**config.mk**
```make
export PLATFORM = sky130hd
export DESIGN_NAME = tl_xbar_arb_nto1
export DESIGN_NICKNAME = d
export VERILOG_FILES = /design/src/rtl/tl_xbar_arb_nto1.sv
export SDC_FILE = /design/constraint.sdc
export NUM_CORES = 1
export LEC_CHECK = 0
export ABC_AREA = 1
export BUFFER_PORTS_ARGS = -buffer_cell sky130_fd_sc_hd__clkbuf_2
export CAP_MARGIN = 0
export CORE_AREA = 2 2 233 235
export DETAILED_ROUTE_END_ITERATION = 6
export DIE_AREA = 0 0 235 237
export PLACE_DENSITY_LB_ADDON = 0.2
export SETUP_SLACK_MARGIN = 0.3
export SYNTH_ARGS = -nofsm -noshare
export SYNTH_HDL_FRONTEND = slang
export SYNTH_SLANG_ARGS = --single-unit
```
**constraint.sdc**
```tcl
create_clock -name clk_i -period 2.5 [get_ports clk_i]
set_input_delay 0.5 -clock clk_i [delete_from_list [all_inputs] [get_ports clk_i]]
set_output_delay 0.5 -clock clk_i [all_outputs]
set_load 0.02 [all_outputs]
```
**src/rtl/tl_xbar_arb_nto1.sv**
```systemverilog
// TileLink-UL N:1 crossbar. Round-robin A-channel arbitration with burst locking;
// D-channel routed back to the client selected by the prepended source-index bits.
module tl_xbar_arb_nto1 #(
   parameter int unsigned N_IN   = 2,
   parameter int unsigned DATA_W = 64,
   parameter int unsigned ADDR_W = 32,
   parameter int unsigned SRC_W  = 4,
   parameter int unsigned SIZE_W = 3,
   localparam int unsigned IDX_W  = (N_IN > 1) ? $clog2(N_IN) : 1,
   localparam int unsigned MASK_W = DATA_W / 8
) (
   input  logic                       clk_i,
   input  logic                       rst_i,
   // Client A channels
   input  logic [N_IN-1:0]            in_a_valid_i,
   output logic [N_IN-1:0]            in_a_ready_o,
   input  logic [3*N_IN-1:0]          in_a_opcode_i,
   input  logic [3*N_IN-1:0]          in_a_param_i,
   input  logic [SIZE_W*N_IN-1:0]     in_a_size_i,
   input  logic [SRC_W*N_IN-1:0]      in_a_source_i,
   input  logic [ADDR_W*N_IN-1:0]     in_a_address_i,
   input  logic [MASK_W*N_IN-1:0]     in_a_mask_i,
   input  logic [DATA_W*N_IN-1:0]     in_a_data_i,
   input  logic [N_IN-1:0]            in_a_corrupt_i,
   // Manager A channel
   output logic                       out_a_valid_o,
   input  logic                       out_a_ready_i,
   output logic [2:0]                 out_a_opcode_o,
   output logic [2:0]                 out_a_param_o,
   output logic [SIZE_W-1:0]          out_a_size_o,
   output logic [SRC_W+IDX_W-1:0]     out_a_source_o,
   output logic [ADDR_W-1:0]          out_a_address_o,
   output logic [MASK_W-1:0]          out_a_mask_o,
   output logic [DATA_W-1:0]          out_a_data_o,
   output logic                       out_a_corrupt_o,
   // Manager D channel
   input  logic                       out_d_valid_i,
   output logic                       out_d_ready_o,
   input  logic [2:0]                 out_d_opcode_i,
   input  logic [1:0]                 out_d_param_i,
   input  logic [SIZE_W-1:0]          out_d_size_i,
   input  logic [SRC_W+IDX_W-1:0]     out_d_source_i,
   input  logic                       out_d_sink_i,
   input  logic                       out_d_denied_i,
   input  logic [DATA_W-1:0]          out_d_data_i,
   input  logic                       out_d_corrupt_i,
   // Client D channels
   output logic [N_IN-1:0]            in_d_valid_o,
   input  logic [N_IN-1:0]            in_d_ready_i,
   output logic [3*N_IN-1:0]          in_d_opcode_o,
   output logic [2*N_IN-1:0]          in_d_param_o,
   output logic [SIZE_W*N_IN-1:0]     in_d_size_o,
   output logic [SRC_W*N_IN-1:0]      in_d_source_o,
   output logic [N_IN-1:0]            in_d_sink_o,
   output logic [N_IN-1:0]            in_d_denied_o,
   output logic [DATA_W*N_IN-1:0]     in_d_data_o,
   output logic [N_IN-1:0]            in_d_corrupt_o
);

   localparam int unsigned LOG_BYTES = $clog2(MASK_W);

   typedef enum logic [0:0] {StIdle, StLocked} state_e;

   state_e            state_q;
   logic [IDX_W-1:0]  last_grant_q;
   logic [IDX_W-1:0]  grant_idx_q;
   logic [SIZE_W:0]   beat_cnt_q;

   logic [IDX_W-1:0]  win_idx;
   logic              win_found;
   logic [IDX_W:0]    cand;
   logic [IDX_W-1:0]  act_idx;
   logic              act_valid;
   logic              a_fire;
   logic [SRC_W-1:0]  a_src_sel;
   logic [SIZE_W:0]   first_beats_m1;
   logic [IDX_W-1:0]  d_sel;
   logic              d_sel_ok;

   // Round-robin search starting one past the last granted client, wrapping at N_IN.
   always_comb begin
      win_found = 1'b0;
      win_idx   = '0;
      cand      = '0;
      for (int k = 1; k <= int'(N_IN); k++) begin
         cand = {1'b0, last_grant_q} + (IDX_W+1)'(k);
         if (cand >= (IDX_W+1)'(N_IN)) begin
            cand = cand - (IDX_W+1)'(N_IN);
         end
         if (!win_found && in_a_valid_i[cand[IDX_W-1:0]]) begin
            win_found = 1'b1;
            win_idx   = cand[IDX_W-1:0];
         end
      end
   end

   // While locked only the burst owner is routed, regardless of other requests.
   always_comb begin
      if (state_q == StLocked) begin
         act_idx   = grant_idx_q;
         act_valid = in_a_valid_i[grant_idx_q];
      end else begin
         act_idx   = win_idx;
         act_valid = win_found;
      end
   end

   // A payload mux and per-client ready steering.
   always_comb begin
      out_a_opcode_o  = '0;
      out_a_param_o   = '0;
      out_a_size_o    = '0;
      a_src_sel       = '0;
      out_a_address_o = '0;
      out_a_mask_o    = '0;
      out_a_data_o    = '0;
      out_a_corrupt_o = 1'b0;
      in_a_ready_o    = '0;
      for (int i = 0; i < int'(N_IN); i++) begin
         if (act_idx == IDX_W'(i)) begin
            out_a_opcode_o  = in_a_opcode_i[3*i +: 3];
            out_a_param_o   = in_a_param_i[3*i +: 3];
            out_a_size_o    = in_a_size_i[SIZE_W*i +: SIZE_W];
            a_src_sel       = in_a_source_i[SRC_W*i +: SRC_W];
            out_a_address_o = in_a_address_i[ADDR_W*i +: ADDR_W];
            out_a_mask_o    = in_a_mask_i[MASK_W*i +: MASK_W];
            out_a_data_o    = in_a_data_i[DATA_W*i +: DATA_W];
            out_a_corrupt_o = in_a_corrupt_i[i];
            in_a_ready_o[i] = out_a_ready_i & act_valid & ~rst_i;
         end
      end
   end

   assign out_a_valid_o  = act_valid & ~rst_i;
   assign out_a_source_o = {act_idx, a_src_sel};
   assign a_fire         = out_a_valid_o & out_a_ready_i;

   // Burst length minus one, derived from the first beat; only data-carrying opcodes burst.
   always_comb begin
      first_beats_m1 = '0;
      if (out_a_opcode_o < 3'd4 && out_a_size_o > SIZE_W'(LOG_BYTES)) begin
         first_beats_m1 = ((SIZE_W+1)'(1) << (out_a_size_o - SIZE_W'(LOG_BYTES)))
                          - (SIZE_W+1)'(1);
      end
   end

   // Arbitration FSM: IDLE picks a winner each cycle, LOCKED holds it until the last beat.
   always_ff @(posedge clk_i or posedge rst_i) begin
      if (rst_i) begin
         state_q      <= StIdle;
         beat_cnt_q   <= '0;
         last_grant_q <= IDX_W'(N_IN - 1);
         grant_idx_q  <= '0;
      end else begin
         unique case (state_q)
            StIdle: begin
               if (a_fire) begin
                  if (first_beats_m1 != '0) begin
                     state_q     <= StLocked;
                     grant_idx_q <= win_idx;
                     beat_cnt_q  <= first_beats_m1;
                  end else begin
                     last_grant_q <= win_idx;
                  end
               end
            end
            StLocked: begin
               if (a_fire) begin
                  beat_cnt_q <= beat_cnt_q - 1'b1;
                  if (beat_cnt_q == (SIZE_W+1)'(1)) begin
                     state_q      <= StIdle;
                     last_grant_q <= grant_idx_q;
                  end
               end
            end
            default: state_q <= StIdle;
         endcase
      end
   end

   assign d_sel    = out_d_source_i[SRC_W +: IDX_W];
   assign d_sel_ok = {1'b0, d_sel} < (IDX_W+1)'(N_IN);

   // D steering; an out-of-range index is acknowledged and dropped.
   always_comb begin
      in_d_valid_o  = '0;
      out_d_ready_o = ~rst_i & ~d_sel_ok;
      for (int i = 0; i < int'(N_IN); i++) begin
         if (d_sel_ok && d_sel == IDX_W'(i)) begin
            in_d_valid_o[i] = out_d_valid_i & ~rst_i;
            out_d_ready_o   = in_d_ready_i[i] & ~rst_i;
         end
      end
   end

   assign in_d_opcode_o  = {N_IN{out_d_opcode_i}};
   assign in_d_param_o   = {N_IN{out_d_param_i}};
   assign in_d_size_o    = {N_IN{out_d_size_i}};
   assign in_d_source_o  = {N_IN{out_d_source_i[SRC_W-1:0]}};
   assign in_d_sink_o    = {N_IN{out_d_sink_i}};
   assign in_d_denied_o  = {N_IN{out_d_denied_i}};
   assign in_d_data_o    = {N_IN{out_d_data_i}};
   assign in_d_corrupt_o = {N_IN{out_d_corrupt_i}};

endmodule
```
==> results.md, run 1 <==
* Outcome: complete, no violations
* Worst IR Drop VDD at 0.310 mV
* WL final at 20.7 mm
* Worst EP required at 2.00 ns
* Static Leak at 3.73 nW
* FF-to-FF End: beat_cnt_q[1]
* Cells after Synth at 622
* Routed wl met3 at 1.72 mm
* DR WL/cell at 13.3 um
* TritonCTS clock tree: built
* Vias per cell at 2.91
* # rows at 85
* First-pass GRT wire length at 26.6 mm
* DRT antenna net count at 0
* Final setup viols at 0
* Post-Place Setup Slack at 0.169 ns
* DRC at 0
* Register area at 178 um^2
* Post-synthesis cell type count at 24
* Sequential-to-total area share from yosys stat at 0.0543
* Num CTS Buffers at 3
* Fin cells at 1551
* Slew Viols, Final at 0
* Post-synthesis compound-gate area fraction at 0.0250
* Worst R2R Start: state_q
* Final hold violations at 0
* YS warnings at 0
* Post-synth top area share at 0.419
* XOR/XNOR Fraction of Synth Area at 0
* Setup slack, reg-to-reg at 0.46 ns
* Yosys top cell by area: nand2_1
* Die W at 235 um
* Initial antenna violation count at 1
* Root Buffer: clkbuf_16
* DRT Pass-1 Iters at 5
* Overall Global Routing Usage at 0.0626
* Commonest cells post-synth: nand2_1 (363), buf_4 (161), inv_1 (14)
* Placed cells at 1516
* Hold Crit Class: in -> async
* Nets@finish at 1183
* Clk slew on worst S/H paths at 0.04 ns
* Worst-path maximum fanout at 15
* Flops & latches, synth at 7
* R2R cell count at 12
* Min setup slack post-route at 0.242 ns
* Post-Synth Simple-Gate Area at 0.484
* CP endpoint kind: primary output
* Met2 wire length at 10.1 mm
* Deepest clock path buffer count at 2
* Cell with the most instances after synthesis: nand2_1
* Adder-Cell Fraction of Synth Area at 0.0116
* Top_reg_cell synth: dfrtp_1
* Max_cap viols at 0
* Die area at 0.0557 mm^2
* TNS Setup at 0 ns
* # IOs at 607
* CP Launch Type: flop
* Mux contribution to synthesized area at 0
* Layout Utilization at 0.129
* Dominant cells by area after synthesis: nand2_1 (42%), buf_4 (37%), dfrtp_1 (4.6%)
* Setup Crit Path Kind: reg -> out
* Clk Latency, worst-skew pair at 0.23 ns
* Top Metal Used: met4
* Largest family of logic cells by synthesized area: simple AND/OR/NAND/NOR gates
* Tightest Pin Transition at 0.247 ns
* GPL Wtd Cong at 0.787
* Vias post-DR at 4512
* Die Height at 237 um
* Syn avg cell area at 5.22 um^2
* Tcrit/Tclk final at 0.903
* Fillers at 6168
* Mapped cell area at 0.00325 mm^2
* Initial core utilization at 0.0610
* Core ar. at 0.0533 mm^2
* CTS H-tree depth at 1
* Crit path launch: last_grant_q
* Tmin final at 2.26 ns
* Asr flop ratio synth at 1.00
* RSZ-0062 raised after global routing: yes
* Wl on met1 at 7.84 mm
* Crit path DAT at 1.76 ns
* Syn_nets at 949
* Worst Skew at 0.00316 ns
* CTS Sinks at 7
* P per Cell Area at 1030 mW/mm^2
* Fmax at 0.443 GHz
* Area Growth Syn to Fin at 111%
* Multi-input gate area in the final layout at 0.00230 mm^2
* Total gr overflow at 0
* Vias in the first global route at 4362
* ANT cells at 0
* Iter 0 DRT Violations at 136
* Pin count of the biggest net entering global routing at 47
* IO buf count at 369
* Worst slew margin at 0.835
* Number of flops mapped to enable cells by yosys at 0
* Post-detail-place hpwl at 14.5 mm
* Fraction of layout cells with a size suffix above 1 at 0.668
state kept, by name, summed over array words and instances (netlist names):
register / flops
grant_idx_q: 1
last_grant_q: 1
state_q: 1
beat_cnt_q: 4
cells by family (layout without fill, tap and decap cells):
logic type / after synthesis / count (layout)
compound gates: 14 / 14
fa+ha+maj: 3 / 3
buf+inv: 201 / 434
flops: 7 / 7
simple gates: 397 / 397
how the worst max path moves through the flow:
stage,end,cells after the start
detailed placement,out_a_address_o[15],9
global route,out_a_address_o[30],8
CTS,out_a_data_o[27],8
floorplan,out_a_address_o[0],8
finish,out_a_data_o[46],8
global placement,out_a_address_o[20],10
per-layer routing:
layer	GRT usage	vias to the layer above
met5	0	-
met4	0.0263	0
met3	0.0174	74
met2	0.113	289
met1	0.0687	1967
li1	-	2182
where the power goes:
group | total, W | internal (W) | switching, W
logic | 0.00659 | 0.00309 | 0.00350
registers | 0.000216 | 0.000169 | 0.0000466
clock network | 0.000275 | 0.000212 | 0.0000622
total | 0.00708 | 0.00347 | 0.00361
final cells by class:
type	instances	share of cell area
Clock buffer	4	0.0115
Tap cell	696	0.127
Timing Repair Buffer	413	0.487
Inverter	17	0.0135
Multi-Input combinational cell	414	0.335
Sequential cell	7	0.0259
layout by cell type, fill, tap and decap left out:
cell	n
o211ai_2	1
buf_6	51
nand2_8	1
buf_12	10
dfrtp_2	1
nor3_1	3
clkbuf_8	8
ha_1	3
nand2_4	50
bufbuf_16	1
clkinv_16	1
nand4_1	2
buf_16	9
nand2_1	226
clkbuf_16	10
a21oi_1	3
inv_4	1
dfstp_2	1
a21oi_2	1
clkbuf_2	253
nand3b_1	1
dfrtp_1	5
buf_8	25
nand2_2	93
nor2_4	1
buf_2	3
nand3_1	8
nand3_2	1
inv_1	14
nand3_4	2
clkbuf_4	11
buf_4	35
o21ai_1	4
o21ai_0	5
clkbuf_1	1
nor2_1	9
inv_2	1
critical path, cell delays in order (launching register included):
cell       delay (ns)
dfstp_2          0.54
nand2_2          0.07
nand3_4          0.11
nand2_8          0.11
buf_12           0.18
clkbuf_16        0.19
nand2_1          0.09
nand2_2          0.05
clkbuf_8         0.15
what timing repair did:
item,4_1_cts,5_1_grt
setup endpoints to repair,118,117
pin swaps,15,55
hold buffers,0,0
cloned,6,7
gates resized for setup,172,335
setup buffers,9,9
metrics by stage:
stage | power, W | cell area (um^2) | hold WS [ns]
after floorplan | 0.00294 | 3250 | 0.332
after global placement | 0.00415 | 4810 | 0.474
after detailed placement | 0.00411 | 4810 | 0.473
after CTS | 0.00574 | 5760 | 0.385
after global routing | 0.00758 | 6860 | 0.411
final | 0.00708 | 6860 | 0.377
Note: power is estimated with default switching activity, not from simulation.
==> run 2, diff against run 1 <==
ABC_AREA = default   (was 1)
CORE_AREA = 2 2 235 237   (was 2 2 233 235)
DIE_AREA = 0 0 237 239   (was 0 0 235 237)
==> run 2 against run 1 <==
The flow now finishes with violations (setup timing). Critical path depth did not move. Critical endpoint is now out_a_data_o[33]. Register-to-register slack got worse by 0.44 ns. Wire length rose by 32%. Critical path type unchanged. Worst hold slack got worse by 0.095 ns. Sequential share of layout area fell by 0.12 points. Die area rose by 1.7%. Clock power rose by 1%. Via count rose by 5.2%. Setup slack got worse by 0.24 ns. Cell count rose by 2.2%.
==> results.md, run 2 <==
* Dominant cells by area after synthesis: nand2_1 (41%), buf_4 (36%), dfrtp_1 (4.5%)
* Max_cap viols at 0 (unchanged)
* Placed cells at 1542 (+1.7%)
* Multi-input gate area in the final layout at 0.00241 mm^2 (+4.9%)
* P per Cell Area at 1210 mW/mm^2 (+17%)
* Fraction of power consumed by sequential logic at 0.024 (-0.006)
* Vias per cell at 3.00 (+3.0%)
* Post-detail-place hpwl at 22.5 mm (+55%)
* Asr flop ratio synth at 1.00 (unchanged)
* GRT met3 Usage at 0.0381 (+0.0207)
* YS warnings at 0 (unchanged)
* Routing usage on met2 at 0.161 (+0.0486)
* Biggest register: beat_cnt_q
* Worst Skew at 0.00512 ns (+0.00196 ns)
* Initial antenna violation count at 5 (+4)
* Root Buffer: clkbuf_16
* Gate power share at 0.944 (+0.013)
* Pin count of the biggest net entering global routing at 30 (-36%)
* Post-Place Setup Slack at -0.107 ns (-0.275 ns)
* Fraction of layout cells with a size suffix above 1 at 0.652 (-0.0156)
* Failing checks: setup timing
* Setup Crit Path Kind: reg -> out
* Worst IR Drop VDD at 0.549 mV (+77%)
* Die area at 0.0566 mm^2 (+1.7%)
* Crit path DAT at 2.00 ns (+0.24 ns)
* DRT antenna net count at 0 (unchanged)
* Deepest clock path buffer count at 2 (unchanged)
* CP endpoint kind: primary output
* Most common cell after layout, fill and taps aside: nand2_1
* Worst-path maximum fanout at 29 (+14)
* Busiest grt layer: met2
* Most frequent cells in the layout: nand2_1 (260), clkbuf_2 (254), buf_4 (51)
* Cells after Synth at 618 (-0.64%)
* CP Launch Type: flop
* Hold Crit Class: in -> async
* Area Growth Syn to Fin at 116%
* Fmax at 0.400 GHz (-9.8%)
* Worst R2R Start: last_grant_q
* Yosys top cell by area: nand2_1
* Outcome: finished, violations left
* R2R cell count at 11 (-1)
* Static Leak at 3.86 nW (+3.3%)
* WL final at 27.4 mm (+32%)
* Hold Buf Count CTS at 0 (unchanged)
* Post-synthesis cell type count at 41 (+71%)
* DRC at 0 (unchanged)
* Final setup viols at 1 (+1)
* Flops & latches, synth at 7 (unchanged)
* Tcrit/Tclk final at 1.00 (+0.0980)
* Worst EP required at 2.00 ns (about the same)
* DRT Pass-1 Iters at 4 (-1)
* Syn avg cell area at 5.36 um^2 (+2.5%)
* DR WL/cell at 17.3 um (+30%)
* CTS Sinks at 7 (unchanged)
* Iter 0 DRT Violations at 155 (+14%)
* Fin cells at 1585 (+2.2%)
* Tightest Pin Transition at 0.557 ns (+0.310 ns)
* Mapped cell area at 0.00331 mm^2 (+1.8%)
* Setup slack, reg-to-reg at 0.02 ns (-0.44 ns)
* Post-synth top area share at 0.407 (-0.0121)
* # IOs at 607 (unchanged)
* TNS Setup at -0.00247 ns (-0.00247 ns)
* Core ar. at 0.0543 mm^2 (+2.0%)
* Clock Power Share at 0.032 (-0.007)
* First-pass GRT wire length at 33.7 mm (+27%)
* Cell with the most instances after synthesis: nand2_1
* Tmin final at 2.50 ns (+0.245 ns)
* Max FFs per register at 4 (unchanged)
* GPL Wtd Cong at 0.778 (-1.2%)
* Clk slew on worst S/H paths at 0.04 ns (about the same)
* Register area at 176 um^2 (-0.70%)
* Slew Viols, Final at 0 (unchanged)
* CTS H-tree depth at 1 (unchanged)
* Nets@finish at 1208 (+2.1%)
* Num CTS Buffers at 3 (unchanged)
* RSZ-0062 raised after global routing: yes
* Initial core utilization at 0.0609 (-0.0000813)
* IO buf count at 369 (unchanged)
* Min setup slack post-route at -0.00247 ns (-0.245 ns)
* Syn_nets at 945 (-0.42%)
* Top_reg_cell synth: dfrtp_1
* Vias post-DR at 4748 (+5.2%)
* Clk Latency, worst-skew pair at 0.23 ns (about the same)
* Total gr overflow at 0 (unchanged)
* Switching share of power at 0.503 (-0.00607)
* Worst slew margin at 0.625 (-0.210)
* # rows at 86 (+1.2%)
* Sequential-to-total area share from yosys stat at 0.0533 (-0.000985)
* Number of flops mapped to enable cells by yosys at 0 (unchanged)
* Die W at 237 um (+0.85%)
* Vias in the first global route at 4479 (+2.7%)
* Die Height at 239 um (+0.84%)
* TritonCTS clock tree: built
* Overall Global Routing Usage at 0.0853 (+0.0227)
* Met1 Use GR at 0.0788 (+0.0101)
* FF-to-FF End: beat_cnt_q[2]
* Internal at 0.00431 W (+24%)
* Net Sw Power at 0.00436 W (+21%)
* Tot Pwr at 0.00867 W (+22%)
* Commonest cells post-synth: nand2_1 (359), buf_4 (159), clkbuf_1 (23)
* Fillers at 6322 (+2.5%)
* Final hold violations at 0 (unchanged)
==> run 2: cell types whose count changed in the layout (fill, tap and decap cells not counted), sizes merged, moves of 3 or more <==
cell / previous run / this run
mux2i: 0 / 5
nor3b: 0 / 3
or2: 0 / 3
nand3: 11 / 1
clkbuf: 283 / 299
mux2: 0 / 3
nand2: 370 / 359
buf: 133 / 150
o21ai: 9 / 3
inv: 16 / 5
==> run 2: power by group through the flow <==
stage	clock, W	sequential (W)	combinational, W
global route	0.000298	0.000215	0.00871
floorplan	0	0.000189	0.00325
CTS	0.000287	0.000202	0.00690
global placement	0	0.000201	0.00510
detailed placement	0	0.000202	0.00507
finish	0.000279	0.000206	0.00819
==> run 2: cell type report <==
type,count,area share
diodes,1,0.000350
clock buffers,4,0.0110
well taps,704,0.123
repair buffers,445,0.500
flip-flops and latches,7,0.0247
inverters,5,0.00367
multi-input cells,419,0.337
==> run 2: cells by family (layout without fill, tap and decap cells) <==
logic type                 Yosys count  count (layout)  share of synthesized area
AOI/OAI and AO/OA                   16              16                     0.0348
adders and majority gates            3               3                     0.0113
buffers and inverters              192             454                      0.403
DFF                                  7               7                     0.0533
muxes                                8               8                     0.0276
other                                0               1                          0
and+or+nand+nor                    392             392                      0.470
==> run 2: worst max-delay path: stages, from the launching register on <==
cell	delay [ns]
dfstp_2	0.56
a21boi_4	0.07
mux2i_4	0.21
buf_4	0.16
buf_12	0.18
nand2_1	0.09
buf_4	0.16
nand2_1	0.10
clkbuf_8	0.17
==> run 2: through the flow <==
stage | hold WS, ns | util | cell area (um^2)
after floorplan | 0.308 | - | 3380
after global placement | 0.530 | 0.0937 | 5090
after detailed placement | 0.541 | 0.0937 | 5090
after CTS | 0.291 | 0.115 | 6270
after global routing | 0.336 | 0.132 | 7150
final | 0.281 | 0.132 | 7150
==> run 2: how the worst max path moves through the flow <==
stage | startpoint | endpoint | slack, ns
global route | last_grant_q | beat_cnt_q[2] | -0.1
global placement | in_a_valid_i[1] | beat_cnt_q[2] | -0.16
CTS | last_grant_q | out_a_opcode_o[0] | -0.006
detailed placement | in_a_valid_i[1] | beat_cnt_q[2] | -0.11
finish | last_grant_q | out_a_data_o[33] | -0.002
floorplan | in_a_valid_i[1] | beat_cnt_q[2] | 0.04
==> run 2: layer usage <==
metal	part of all wire	wire (um)	vias up
li1	-	-	2256
met1	0.32	8770	2060
met2	0.53	14500	383
met3	0.10	2820	45
met4	0.047	1280	4
met5	0.0011	30	-
==> run 2: what timing repair did <==
action	CTS	global route
endpoints found under the hold margin	0	0
endpoints found under the setup margin	125	129
cloned	4	13
pin swaps	22	41
buffers inserted	17	4
resized for setup	223	231
